`src/rtl/pc_unit.sv`:
```
// Fetch-stage PC unit: next-PC select, stall/flush control and delay-slot flag.
// Define FETCH_ADDR_CHECK_EN to enable registered fetch-address (AdEL) detection.
module pc_unit #(
    parameter logic [31:0] RESET_PC   = 32'h0000_3000,
    parameter logic [31:0] EXC_VECTOR = 32'h0000_4180,
    parameter logic [31:0] IM_BASE    = 32'h0000_3000,
    parameter int          IM_WORDS   = 4096
) (
    input  logic        clk,
    input  logic        rst_n,
    input  logic        stall,
    input  logic        exc_req,
    input  logic [31:0] epc,
    input  logic        d_valid,
    input  logic [31:0] d_instr,
    input  logic [31:0] d_pc,
    input  logic [31:0] rs_val,
    input  logic [31:0] rt_val,
    output logic [31:0] pc,
    output logic        flush_f,
    output logic        d_bd,
    output logic        f_exc,
    output logic [4:0]  f_exccode,
    output logic [1:0]  pc_src
);

    localparam logic [1:0] SRC_SEQ  = 2'd0;
    localparam logic [1:0] SRC_BR   = 2'd1;
    localparam logic [1:0] SRC_ERET = 2'd2;
    localparam logic [1:0] SRC_EXC  = 2'd3;

    localparam logic [5:0] OP_SPECIAL = 6'b000000;
    localparam logic [5:0] OP_REGIMM  = 6'b000001;
    localparam logic [5:0] OP_J       = 6'b000010;
    localparam logic [5:0] OP_JAL     = 6'b000011;
    localparam logic [5:0] OP_BEQ     = 6'b000100;
    localparam logic [5:0] OP_BNE     = 6'b000101;
    localparam logic [5:0] OP_BLEZ    = 6'b000110;
    localparam logic [5:0] OP_BGTZ    = 6'b000111;
    localparam logic [5:0] OP_COP0    = 6'b010000;
    localparam logic [5:0] FN_JR      = 6'b001000;
    localparam logic [5:0] FN_JALR    = 6'b001001;
    localparam logic [5:0] FN_ERET    = 6'b011000;

    logic [31:0] pc_q, pc_d;
    logic [1:0]  src_q, src_d;
    logic        bd_q, bd_d;

    logic [5:0]  op;
    logic [4:0]  rt_f;
    logic [5:0]  fn;

    logic is_j, is_jal, is_jr, is_jalr;
    logic is_beq, is_bne, is_blez, is_bgtz;
    logic is_bltz, is_bgez, is_eret;
    logic is_br, is_jimm, is_jreg, is_cti;

    logic        rs_eq_rt, rs_neg, rs_zero;
    logic        br_taken, redirect;
    logic [31:0] p4, imm_ext, br_tgt, j_tgt, tgt;
    logic        pc_upd;

    assign op   = d_instr[31:26];
    assign rt_f = d_instr[20:16];
    assign fn   = d_instr[5:0];

    // Every decoded kind is gated by d_valid so bubbles never redirect.
    always_comb begin
        is_j    = d_valid && (op == OP_J);
        is_jal  = d_valid && (op == OP_JAL);
        is_beq  = d_valid && (op == OP_BEQ);
        is_bne  = d_valid && (op == OP_BNE);
        is_blez = d_valid && (op == OP_BLEZ);
        is_bgtz = d_valid && (op == OP_BGTZ);
        is_bltz = d_valid && (op == OP_REGIMM)
                  && (rt_f == 5'b00000);
        is_bgez = d_valid && (op == OP_REGIMM)
                  && (rt_f == 5'b00001);
        is_jr   = d_valid && (op == OP_SPECIAL)
                  && (fn == FN_JR);
        is_jalr = d_valid && (op == OP_SPECIAL)
                  && (fn == FN_JALR);
        is_eret = d_valid && (op == OP_COP0)
                  && d_instr[25] && (fn == FN_ERET);
    end

    assign is_br   = is_beq | is_bne | is_blez
                   | is_bgtz | is_bltz | is_bgez;
    assign is_jimm = is_j | is_jal;
    assign is_jreg = is_jr | is_jalr;
    assign is_cti  = is_br | is_jimm | is_jreg;

    assign rs_eq_rt = (rs_val == rt_val);
    assign rs_neg   = rs_val[31];
    assign rs_zero  = (rs_val == 32'd0);

    always_comb begin
        br_taken = 1'b0;
        unique case (1'b1)
            is_beq:  br_taken = rs_eq_rt;
            is_bne:  br_taken = !rs_eq_rt;
            is_blez: br_taken = rs_neg || rs_zero;
            is_bgtz: br_taken = !rs_neg && !rs_zero;
            is_bltz: br_taken = rs_neg;
            is_bgez: br_taken = !rs_neg;
            default: br_taken = 1'b0;
        endcase
    end

    assign redirect = br_taken | is_jimm | is_jreg;

    assign p4      = d_pc + 32'd4;
    assign imm_ext = {{14{d_instr[15]}}, d_instr[15:0], 2'b00};
    assign br_tgt  = p4 + imm_ext;
    assign j_tgt   = {p4[31:28], d_instr[25:0], 2'b00};

    always_comb begin
        tgt = br_tgt;
        if (is_jreg)
            tgt = rs_val;
        else if (is_jimm)
            tgt = j_tgt;
    end

    // An exception overrides a stall; everything else waits for it.
    assign pc_upd = exc_req | ~stall;

    always_comb begin
        pc_d  = pc_q;
        src_d = src_q;
        if (exc_req) begin
            pc_d  = EXC_VECTOR;
            src_d = SRC_EXC;
        end else if (!stall) begin
            if (is_eret) begin
                pc_d  = epc;
                src_d = SRC_ERET;
            end else if (redirect) begin
                pc_d  = tgt;
                src_d = SRC_BR;
            end else begin
                pc_d  = pc_q + 32'd4;
                src_d = SRC_SEQ;
            end
        end
    end

    always_comb begin
        bd_d = bd_q;
        if (exc_req)
            bd_d = 1'b0;
        else if (!stall)
            bd_d = is_cti;
    end

    always_ff @(posedge clk or negedge rst_n) begin
        if (!rst_n) begin
            pc_q  <= RESET_PC;
            src_q <= SRC_SEQ;
            bd_q  <= 1'b0;
        end else begin
            pc_q  <= pc_d;
            src_q <= src_d;
            bd_q  <= bd_d;
        end
    end

    assign pc      = pc_q;
    assign pc_src  = src_q;
    assign d_bd    = bd_q;
    assign flush_f = exc_req | (is_eret & ~stall);

`ifdef FETCH_ADDR_CHECK_EN
    localparam logic [32:0] IM_LIMIT =
        33'(IM_BASE) + 33'(4 * IM_WORDS);

    logic       fexc_q, fexc_d;
    logic [4:0] fcode_q, fcode_d;
    logic       bad_addr;

    // Limit is compared in 33 bits so a region ending at 2^32 still works.
    assign bad_addr = (pc_d[1:0] != 2'b00)
                    || (pc_d < IM_BASE)
                    || ({1'b0, pc_d} >= IM_LIMIT);

    always_comb begin
        fexc_d  = fexc_q;
        fcode_d = fcode_q;
        if (pc_upd) begin
            fexc_d  = bad_addr;
            fcode_d = bad_addr ? 5'd4 : 5'd0;
        end
    end

    always_ff @(posedge clk or negedge rst_n) begin
        if (!rst_n) begin
            fexc_q  <= 1'b0;
            fcode_q <= 5'd0;
        end else begin
            fexc_q  <= fexc_d;
            fcode_q <= fcode_d;
        end
    end

    assign f_exc     = fexc_q;
    assign f_exccode = fcode_q;
`else
    logic unused_cfg;
    assign unused_cfg = pc_upd;
    assign f_exc      = 1'b0;
    assign f_exccode  = 5'd0;
`endif

endmodule

```
`config.mk`:
```
export PLATFORM = sky130hd
export DESIGN_NAME = pc_unit
export DESIGN_NICKNAME = d
export VERILOG_FILES = /design/src/rtl/pc_unit.sv
export SDC_FILE = /design/constraint.sdc
export NUM_CORES = 1
export LEC_CHECK = 0
export ABC_AREA = 1
export CAP_MARGIN = 20
export CORE_ASPECT_RATIO = 1.5
export CORE_MARGIN = 2
export CORE_UTILIZATION = 45
export DETAILED_ROUTE_END_ITERATION = 7
export HOLD_SLACK_MARGIN = 0.03
export PLACE_DENSITY = 0.78
export RECOVER_POWER = 100
export SYNTH_ARGS = -nofsm -noshare
export SYNTH_HDL_FRONTEND = slang
export SYNTH_SLANG_ARGS = --single-unit
```
`constraint.sdc`:
```
create_clock -name clk -period 2.1 [get_ports clk]
set_clock_uncertainty 0.1 [all_clocks]
set_input_delay 0.525 -clock clk [delete_from_list [all_inputs] [get_ports clk]]
set_output_delay 0.525 -clock clk [all_outputs]
set_load 0.1 [all_outputs]
```
==> results of run 1 <==
## synthesized netlist by cell type, types with 7 or more instances
library cell,count
inv_1,183
o21ai_0,60
o21ai_1,7
nor4_1,7
nor3_1,31
xnor2_1,42
dfrtp_1,33
buf_4,11
or2_2,12
clkbuf_1,10
nand2_1,482
nand4_1,27
nand3_1,100
ha_1,36
a21oi_1,52
o211ai_1,8
xor2_1,34
nor2_1,121
## stage by stage
step | hold slack (ps) | util (%)
after floorplan | 129.4 | -
after global placement | 427.6 | 77.15
after detailed placement | 442.6 | 77.15
after CTS | 456.3 | 87.83
## cell families after synthesis
group                    after synthesis  share of synthesized area [%]
flip-flops                            35                          12.24
XOR/XNOR                              76                          9.273
AND/OR/NAND/NOR                      809                          47.97
adder cells (fa/ha/maj)               37                          6.554
buffers and inverters                220                          12.64
AO/OA/AOI/OAI                        147                          11.28
other                                  1                        0.05224
## timing repair
action                                  in CTS
buffers inserted                            52
endpoints found under the hold margin        0
endpoints found under the setup margin      35
pin swaps                                  236
gates resized for setup                    551
==> impl_metrics.yaml, run 1 <==
synth:
  synth_cell_types: 47
  synth.area.top_cells: "nand2_1, dfrtp_1, inv_1, nand3_1, nor2_1"
  synth_flop_cell: "dfrtp_1"
  ys_warn_count: 0
  ys_ff_latch: 35
  synthCells: 1325
  synthesis.area_sq_um: 7178
  yosysTopAreaCellShare_pct: 25.20
  seq_area_frac_synth_pct: 12.24
  synth_edf_count: 0
  yosys.area.top_type: "nand2_1"
  syn_avg_cell_area_sq_um: 5.417
  synth-async-reset-ratio_pct: 100.0
clock_tree:
  htreeDepth: 2
  root_buffer: "clkbuf_16"
  clk_path_buf_depth: 2
  postCtsHoldBufs: 0
  cts_inserted_buffers: 5
  clock_sinks: 35
placed_design:
  dp.cells: 1955
  dpl.hpwl_um: 28910
  place_ws_ps: -2070
  place_congestion: 0.9805
  io_buffers: 200
  placed_cell_area_sq_um: 12060
floorplanning:
  initial_core_util_pct: 45.94
  num_rows: 56
  die_h_um: 158.7
  io_pins: 207
  die_x_um: 107.1
status:
  stop_stage: "global routing"
  outcome: "did not finish"
  stop_error: "[ERROR DPL-0038] Utilization greater than 100%, impossible to legalize"
sta:
  worstEpCategory: "register data pin"
  crit_endpoint: "pc[26]$_DFFE_PN0P_/D"
global_routing:
  grt_max_degree: 36
==> inputs of run 2 (changes only) <==
--- a/config.mk
+++ b/config.mk
@@ -7,12 +7,10 @@
 export LEC_CHECK = 0
 export ABC_AREA = 1
 export CAP_MARGIN = 20
-export CORE_ASPECT_RATIO = 1.5
 export CORE_MARGIN = 2
-export CORE_UTILIZATION = 45
+export CORE_UTILIZATION = 30
 export DETAILED_ROUTE_END_ITERATION = 7
-export HOLD_SLACK_MARGIN = 0.03
-export PLACE_DENSITY = 0.78
+export PLACE_DENSITY_LB_ADDON = 0.15
 export RECOVER_POWER = 100
 export SYNTH_ARGS = -nofsm -noshare
 export SYNTH_HDL_FRONTEND = slang
==> run 2 against run 1 <==
Effect of this change:
- the flow now finishes, with violations (setup timing)
- synthesized cell count unchanged
- area after synthesis unchanged
==> impl_metrics.yaml, run 2 <==
clock_tree:
  clock_sinks: 35
  htreeDepth: 2
  clk_path_buf_depth: 2
  root_buffer: "clkbuf_16"
  postCtsHoldBufs: 0
  clk-insertion-delay-late_ps: 290
  cts_tree: "built"
  cts.reportedPaths.clkPinSlew_ps: 60
  cts_inserted_buffers: 5
sta:
  hold_slack_ps: 393.1
  rsz0062_at_grt: "true"
  tightest_slew_ps: 1036
  post-route-period-util_pct: 144.2
  hold_viol_final: 0
  min_period_ps: 3028
  slew_viol_final: 0
  fin_ws_ps: -927.9
  finalSetupViolCount: 32
  max-slew-margin-rel_pct: 30.96
  fmax_mhz: 330.3
worst_setup_path:
  worst_path_max_delay_cell: "ha_1"
  cp-end-kind: "flip-flop"
  r2r_start: "pc[13]$_DFFE_PN1P_"
  path_cells: "buf_8 -> nand2_4 -> nor2_4 -> nand3_4 -> nor3_4 -> buf_6 -> xor2_1 -> ha_1 -> nand2_2 -> nor2_4 -> inv_2 -> buf_6 -> nor3_4 -> nand3_2 -> nand3_2 -> nand2_2 -> nand3_2 -> nand2_2 -> nand3_2 -> nand3_2 -> nand2_1 -> nand2_1"
  path_common_cell: "nand3_2"
  path_max_fanout: 4
  cp.required_ps: 2180
  crit_type: "primary input to flip-flop"
  worstSetupStartpointType: "primary input"
  slowest_delay_ps: 370
  critPathCapture: "pc[25]$_DFFE_PN0P_"
  crit_arrival_ps: 3100
  reg2reg_depth: 11
  startpoint: "d_pc[7]"
  r2r_slack_ps: -50
  worst_r2r_endpoint: "pc[29]$_DFFE_PN0P_"
synth:
  syn_avg_cell_area_sq_um: 5.417
  synth_edf_count: 0
  yosysTopAreaCellShare_pct: 25.20
  synthCells: 1325
  ys_warn_count: 0
  synth.area.top_cells: "nand2_1, dfrtp_1, inv_1, nand3_1, nor2_1"
  synth_common_cells: "nand2_1, inv_1, nor2_1"
  seq_area_frac_synth_pct: 12.24
  synth-async-reset-ratio_pct: 100.0
  synth_cell_types: 47
  yosys.area.top_type: "nand2_1"
  ys_ff_latch: 35
  synth_flop_cell: "dfrtp_1"
  yosysMostFrequentCell: "nand2_1"
  synthesis.area_sq_um: 7178
finish:
  regArea_sq_um: 882.1
  antenna_cells: 0
  fill_cells: 2127
  fin_area_sq_um: 14670
  layout_commonest_cell: "nand2_1"
  multi_input_area_sq_um: 7622
  area_growth_pct: 104.3
  nNetsFinal: 2056
  post_route_cells_drive_above_1_share_pct: 49.22
  largest_register_ff_count: 32
  mostFrequentLayoutCells: "nand2_1, buf_4, inv_1"
power:
  finalPower_uw: 4578
  ir_worst_vdd_mv: 0.2153
  leakagePower_uw: 0.007328
  power_density_nw_per_um2: 312.1
placed_design:
  io_buffers: 200
  placed_cell_area_sq_um: 12430
  place_congestion: 0.9359
  dpl.hpwl_um: 27650
detailed_routing:
  wl_um: 36310
  wl_met1_um: 16080
  drt_drc_violations_left: 0
  wire_per_inst_um: 16.70
  avgViaCountPerCell: 4.874
  route.met2.wl_um: 17410
  first_pass_iters: 5
  drt-initial-drc-count: 655
  postRouteAntennaNets: 0
  dr_wl_met3_um: 2193
  highest_layer: "met5"
  num_vias: 10597
global_routing:
  grt_pass1_vias: 10234
  grt_usage_pct: 27.57
  antenna_found_initial: 1
  grt_max_degree: 36
  grt_pass1_wl_um: 53800
  overflow: 0
worst_hold_path:
  holdCritPathClass: "flip-flop to flip-flop"
floorplanning:
  initial_core_util_pct: 30.58
  die_area_sq_um: 25180
  coreArea_sq_um: 23470
  num_rows: 56
  die_x_um: 158.7
  die_h_um: 158.7
  io_pins: 207
status:
  failed_checks: "setup timing"
  outcome: "finished, violations left"
run:
  max_cap_viol_count: 0
## run 2: cell counts after synthesis
Identical to the previous run, type by type.
## run 2: metal layers
metal  track usage (%)  up-vias
met4             5.320        2
met1             38.16     4939
met3             2.776       46
li1                  -     5277
met5                 0        -
met2             46.63      333
## run 2: worst min path at each step
stage | startpoint | endpoint | cells after the start
global route | pc_src[1]$_DFFE_PN0P_ | pc_src[1]$_DFFE_PN0P_ | 1
floorplan | rst_n | d_bd$_DFFE_PN0P_ | 0
global placement | pc[13]$_DFFE_PN1P_ | pc[13]$_DFFE_PN1P_ | 2
CTS | pc[13]$_DFFE_PN1P_ | pc[13]$_DFFE_PN1P_ | 2
finish | pc_src[1]$_DFFE_PN0P_ | pc_src[1]$_DFFE_PN0P_ | 1
detailed placement | pc[13]$_DFFE_PN1P_ | pc[13]$_DFFE_PN1P_ | 2
## run 2: layout make-up
type | instances | share of cell area, %
sequential | 35 | 6.014
tap | 319 | 2.721
clock buffer | 6 | 0.9469
clock inverter | 2 | 0.2389
inverter | 189 | 5.042
timing repair buffer | 548 | 33.07
multi-input combinational | 1075 | 51.97
## run 2: per-stage QoR
step	std cells	worst slack [ps]	util, %	TNS (ps)
after floorplan	1330	-812.4	-	-13690
after detailed placement	2097	-1859	52.97	-50110
after global routing	2174	-1145	62.48	-26380
after CTS	2154	-863.3	60.65	-18850
after global placement	2097	-1855	52.97	-49020
final	2174	-927.9	62.48	-21050
## run 2: kinds of logic (layout without fill, tap and decap cells)
family | after synthesis | count (layout) | share of synthesized area (%)
and+or+nand+nor | 809 | 809 | 47.97
buffers and inverters | 220 | 745 | 12.64
AOI/OAI and AO/OA | 147 | 147 | 11.28
xor gates and xnor gates | 76 | 76 | 9.273
adders and majority gates | 37 | 37 | 6.554
DFF | 35 | 35 | 12.24
other | 1 | 6 | 0.05224
## run 2: critical path, delay by kind of cell
family / cells / cell delay, ps
buf+inv: 4 / 380
xor+xnor: 1 / 60
fa+ha+maj: 1 / 370
simple gates: 16 / 1770
## run 2: power by group
part	total [uW]	internal, uW	switching (uW)
combinational	2960	1380	1580
sequential	700	689	11.5
clock	914	591	323
total	4580	2660	1920
## run 2: timing repair
item | CTS | global route
setup endpoints to repair | 35 | 34
gates cloned | 1 | 0
setup buffers | 52 | 28
resized for setup | 658 | 269
pin swaps | 265 | 226
No activity file was read; power rests on OpenSTA's default activity.
==> inputs of run 3 (changes only) <==
--- a/config.mk
+++ b/config.mk
@@ -9,6 +9,7 @@
 export CAP_MARGIN = 20
 export CORE_MARGIN = 2
 export CORE_UTILIZATION = 30
+export CTS_BUF_LIST = sky130_fd_sc_hd__clkbuf_8
 export DETAILED_ROUTE_END_ITERATION = 7
 export PLACE_DENSITY_LB_ADDON = 0.15
 export RECOVER_POWER = 100
==> run 3 against run 2 <==
Effect of this change:
- the run still ends with setup timing left
- first-iteration DRC count fell by 14%
- die area did not move
- utilization rose by 0.78 points
- largest power group unchanged
==> impl_metrics.yaml, run 3 (synthesis gave the netlist of run 2 again) <==
finish:
  layout_commonest_cell: "nand2_1"
  mostFrequentLayoutCells: "nand2_1, buf_4, inv_1"
  largest_register_ff_count: 32
  fin_cells: 2186
  fin_area_sq_um: 14850
  antenna_cells: 0
  nNetsFinal: 2068
  post_route_cells_drive_above_1_share_pct: 49.06
  area_growth_pct: 106.9
run:
  max_cap_viol_count: 0
sta:
  slew_viol_final: 0
  finalSetupViolCount: 33
  fmax_mhz: 332.3
  min_period_ps: 3010
  max-slew-margin-rel_pct: 29.87
  setup_tns_ps: -21050
  post-route-period-util_pct: 143.3
  fin_ws_ps: -909.6
  hold_viol_final: 0
  rsz0062_at_grt: "true"
  tightest_slew_ps: 1052
clock_tree:
  htreeDepth: 2
  cts.reportedPaths.clkPinSlew_ps: 80
  cts_tree: "built"
  postCtsHoldBufs: 0
  clock_sinks: 35
  clk-insertion-delay-late_ps: 300
  root_buffer: "clkbuf_8"
  clk_path_buf_depth: 2
  cts_inserted_buffers: 5
worst_setup_path:
  path_max_fanout: 3
  crit_type: "primary input to flip-flop"
  cp.required_ps: 2230
  cp-end-kind: "flip-flop"
  crit_arrival_ps: 3140
  worstSetupStartpointType: "primary input"
global_routing:
  grt_pass1_wl_um: 54240
  grt_pass1_vias: 10353
  antenna_found_initial: 1
  overflow: 0
  grt_usage_pct: 27.86
  grt_max_degree: 36
worst_hold_path:
  holdCritPathClass: "flip-flop to flip-flop"
placed_design:
  place_congestion: 0.9359
  dpl.hpwl_um: 27650
  dp.cells: 2097
  placed_cell_area_sq_um: 12430
  io_buffers: 200
detailed_routing:
  highest_layer: "met5"
  wl_um: 36790
  wire_per_inst_um: 16.83
  postRouteAntennaNets: 0
  avgViaCountPerCell: 4.876
  num_vias: 10659
  wl_met1_um: 16480
  first_pass_iters: 5
  route.met2.wl_um: 17470
  drt-initial-drc-count: 563
  dr_wl_met3_um: 2058
  drt_drc_violations_left: 0
floorplanning:
  io_pins: 207
  num_rows: 56
  initial_core_util_pct: 30.58
  die_area_sq_um: 25180
  die_x_um: 158.7
  coreArea_sq_um: 23470
  die_h_um: 158.7
power:
  power_density_nw_per_um2: 295.6
  ir_worst_vdd_mv: 0.2255
  leakagePower_uw: 0.007473
status:
  failed_checks: "setup timing"
  outcome: "finished, violations left"
run 3: per-layer routing:
| layer | up-vias | track usage (%) |
|---|---|---|
| li1 | 5305 | - |
| met1 | 4982 | 38.39 |
| met2 | 317 | 47.58 |
| met3 | 53 | 2.994 |
| met4 | 2 | 4.547 |
| met5 | - | 0 |
run 3: timing repair:
| item | in CTS | in global routing |
|---|---|---|
| pin swaps | 271 | 217 |
| cloned | 2 | 0 |
| gates resized for setup | 691 | 234 |
| setup endpoints to repair | 35 | 34 |
| buffers inserted | 58 | 34 |
run 3: through the flow:
| stage | worst slack (ps) | hold WS [ps] | power, uW | util [%] |
|---|---|---|---|---|
| after floorplan | -812.4 | 129.4 | 1788 | - |
| after global placement | -1855 | 399.1 | 2956 | 52.97 |
| after detailed placement | -1859 | 409.6 | 2965 | 52.97 |
| after CTS | -882.3 | 422.2 | 4064 | 61.20 |
| after global routing | -1090 | 430.2 | 4629 | 63.26 |
| final | -909.6 | 397.9 | 4390 | 63.26 |
run 3: worst max-delay path, stage by stage:
cell and delay (ps):
buf_12 90, nand2_4 50, inv_4 60, buf_6 100
buf_6 80, nand4_1 90, xnor2_1 250, ha_1 330
buf_6 140, buf_6 110, nand2_4 70, inv_2 40
a21oi_2 130, nand2_2 100, buf_6 150, buf_4 130
xor2_1 140, nand2_1 90, a22oi_1 140, nand2_1 100
nand3_1 90, nand2_1 60, o21ai_1 60
run 3: worst paths after layout:
path                       slack [ps]  cells after the start                  start                     to
max                              -910                     23                d_pc[4]     pc[10]$_DFFE_PN0P_
min                               400                      1  pc_src[1]$_DFFE_PN0P_  pc_src[1]$_DFFE_PN0P_
max reg2reg                       -50                     14      pc[2]$_DFFE_PN0P_     pc[20]$_DFFE_PN0P_
min reg2reg                       400                      1  pc_src[1]$_DFFE_PN0P_  pc_src[1]$_DFFE_PN0P_
max in group asynchronous         330                      2                  rst_n      pc[7]$_DFFE_PN0P_
min in group asynchronous         850                      2                  rst_n     pc[22]$_DFFE_PN0P_
run 3: layout make-up:
type                    instances  area (sq um)
fillers                      2079          8623
multi-input cells            1075          7737
repair buffers                560          4959
flip-flops and latches         35         882.1
inverters                     189         754.5
well taps                     319         399.1
clock buffers                   6         82.58
clock inverters                 2         35.03
run 3: where the power goes:
group | internal [uW] | switching [uW] | total (uW) | leakage, uW
sequential | 688 | 11.5 | 699 | 0.000454
clock | 385 | 295 | 680 | 0.0000612
combinational | 1400 | 1610 | 3010 | 0.00696
total | 2470 | 1920 | 4390 | 0.00747
==> inputs of run 4 (changes only) <==
==> constraint.sdc (replaced) <==
create_clock -name clk -period 2.7 [get_ports clk]
set_clock_uncertainty 0.1 [all_clocks]
set_input_delay 0.675 -clock clk [delete_from_list [all_inputs] [get_ports clk]]
set_output_delay 0.675 -clock clk [all_outputs]
set_load 0.1 [all_outputs]
==> run 4 against run 3 <==
Effect of this change:
- the run still ends with setup timing left
- non-clock buffer count down 91
- hold slack worse by 1.2 ps
- power down 29%
- largest power group unchanged
- final area down 9.9%
- via count down 6.5%
- highest routed layer is now met4
- utilization down 6.3 points
- clock power down 33%
==> impl_metrics.yaml, run 4 (synthesis gave the netlist of run 2 again) <==
status:
  outcome: "finished, violations left"
  failed_checks: "setup timing"
detailed_routing:
  num_vias: 9964
  postRouteAntennaNets: 0
  drt_drc_violations_left: 0
  first_pass_iters: 5
  wl_um: 32970
  avgViaCountPerCell: 4.756
  drt-initial-drc-count: 477
  wire_per_inst_um: 15.74
worst_setup_path:
  crit_arrival_ps: 3260
  r2r_slack_ps: 300
  r2r_start: "pc[6]$_DFFE_PN0P_"
  crit_type: "primary input to flip-flop"
  reg2reg_depth: 12
  path_max_fanout: 4
  cp.required_ps: 2810
  cp-end-kind: "flip-flop"
  worstSetupStartpointType: "primary input"
  worst_r2r_endpoint: "pc[19]$_DFFE_PN0P_"
run:
  max_cap_viol_count: 0
sta:
  max-slew-margin-rel_pct: 20.52
  finalSetupViolCount: 25
  tightest_slew_ps: 1197
  fmax_mhz: 317.3
  slew_viol_final: 0
  hold_slack_ps: 396.8
  min_period_ps: 3152
  post-route-period-util_pct: 116.7
  rsz0062_at_grt: "true"
  fin_ws_ps: -452.0
  hold_viol_final: 0
global_routing:
  overflow: 0
  grt_usage_pct: 25.54
  grt_pass1_vias: 9543
  antenna_found_initial: 0
  grt_pass1_wl_um: 49910
  grt_max_degree: 55
clock_tree:
  htreeDepth: 2
  cts.reportedPaths.clkPinSlew_ps: 80
  clk_path_buf_depth: 2
  cts_tree: "built"
  root_buffer: "clkbuf_8"
  clock_sinks: 35
  cts_inserted_buffers: 5
  clk-insertion-delay-late_ps: 310
power:
  ir_worst_vdd_mv: 0.1869
  power_density_nw_per_um2: 231.6
  seq_power_share_pct: 17.8
  cellInternalPower_uw: 1747
  combPwrFrac_pct: 67.5
  leakagePower_uw: 0.006837
  power_frac_clock_pct: 14.8
  switching_share_pct: 43.61
  netSwitchingPower_uw: 1351
floorplanning:
  coreArea_sq_um: 23470
  initial_core_util_pct: 30.58
  die_h_um: 158.7
  io_pins: 207
  die_x_um: 158.7
  num_rows: 56
  die_area_sq_um: 25180
finish:
  layout_commonest_cell: "nand2_1"
  largest_register_ff_count: 32
  antenna_cells: 0
  area_growth_pct: 86.35
  post_route_cells_drive_above_1_share_pct: 37.89
  nNetsFinal: 1977
  fin_cells: 2095
  mostFrequentLayoutCells: "nand2_1, buf_4, inv_1"
  fin_area_sq_um: 13380
placed_design:
  placed_cell_area_sq_um: 11500
  dpl.hpwl_um: 26850
  place_ws_ps: -1479
  dp.cells: 2050
  place_congestion: 0.9329
  io_buffers: 200
worst_hold_path:
  holdPathStages: 1
  holdCritPathClass: "flip-flop to flip-flop"
  hold_end: "pc_src[1]$_DFFE_PN0P_"
  min-delay-start: "pc_src[1]$_DFFE_PN0P_"
==> run 4: cell types whose count changed in the layout (fill, tap and decap cells not counted), moves of 15 or more <==
cell             delta
buf_12             -18
buf_2              -37
buf_4              -40
buf_6              -34
clkdlybuf4s50_1    +57
dlygate4sd2_1      -15
dlymetal6s2s_1     +23
nand2_1            +35
nand2_2            -19
nand2_4            -16
nand3_1            +18
nand3_2            -20
nor2_1             +18
==> run 4: layer usage <==
metal	vias up	global-route usage (%)	wire, um
li1	5098	-	-
met1	4568	35.45	15260
met2	264	42.47	15280
met3	34	3.674	1924
met4	0	4.505	497
met5	-	0	0
==> run 4: how the worst max path moves through the flow <==
stage / from / end / slack, ps / cells past startpoint
floorplan: d_pc[13] / pc[25]$_DFFE_PN0P_ / -360 / 20
global placement: d_pc[13] / pc[30]$_DFFE_PN0P_ / -1430 / 23
detailed placement: d_pc[13] / pc[27]$_DFFE_PN0P_ / -1480 / 24
CTS: d_pc[4] / pc[30]$_DFFE_PN0P_ / -620 / 27
global route: d_pc[25] / pc[30]$_DFFE_PN0P_ / -680 / 24
finish: d_pc[13] / pc[25]$_DFFE_PN0P_ / -450 / 22
==> run 4: layout make-up <==
cell class | instances | area, sq um
flip-flops and latches | 35 | 880.8
fillers | 2325 | 10100
well taps | 319 | 399.1
inverters | 189 | 726.9
multi-input cells | 1075 | 7142
clock inverters | 1 | 7.507
clock buffers | 7 | 96.34
repair buffers | 469 | 4124
==> run 4: what timing repair did <==
action,CTS,global route
buffers inserted,23,15
hold buffers,0,0
pin swaps,89,138
gates resized for setup,248,270
setup endpoints to repair,33,33
==> run 4: critical path: stages <==
cell	delay (ps)
buf_6	90
buf_4	140
nand2_2	90
nor2_4	130
nand2_2	90
nor2_4	180
nand2_4	80
xor2_1	150
ha_2	390
nand2_2	90
buf_6	130
buf_4	130
nor3_4	220
nand3_2	110
nand3_2	90
nand2_2	60
nand3_2	70
nand2_1	60
nand3_2	100
nand3_2	70
nand2_1	70
nand2_1	60
==> run 4: power by group through the flow <==
stage	Clock [uW]	Sequential, uW	Combinational (uW)
CTS	469	550	1850
global placement	0	561	1660
finish	458	550	2090
floorplan	0	634	738
detailed placement	0	560	1670
global route	492	552	2260
==> run 4: metrics by stage <==
stage,total power [uW],TNS (ps),utilization [%]
finish,3099,-8071,56.99
global route,3300,-13540,56.99
CTS,2868,-10850,53.00
detailed placement,2226,-35500,48.99
global placement,2224,-34280,48.99
floorplan,1372,-3772,-
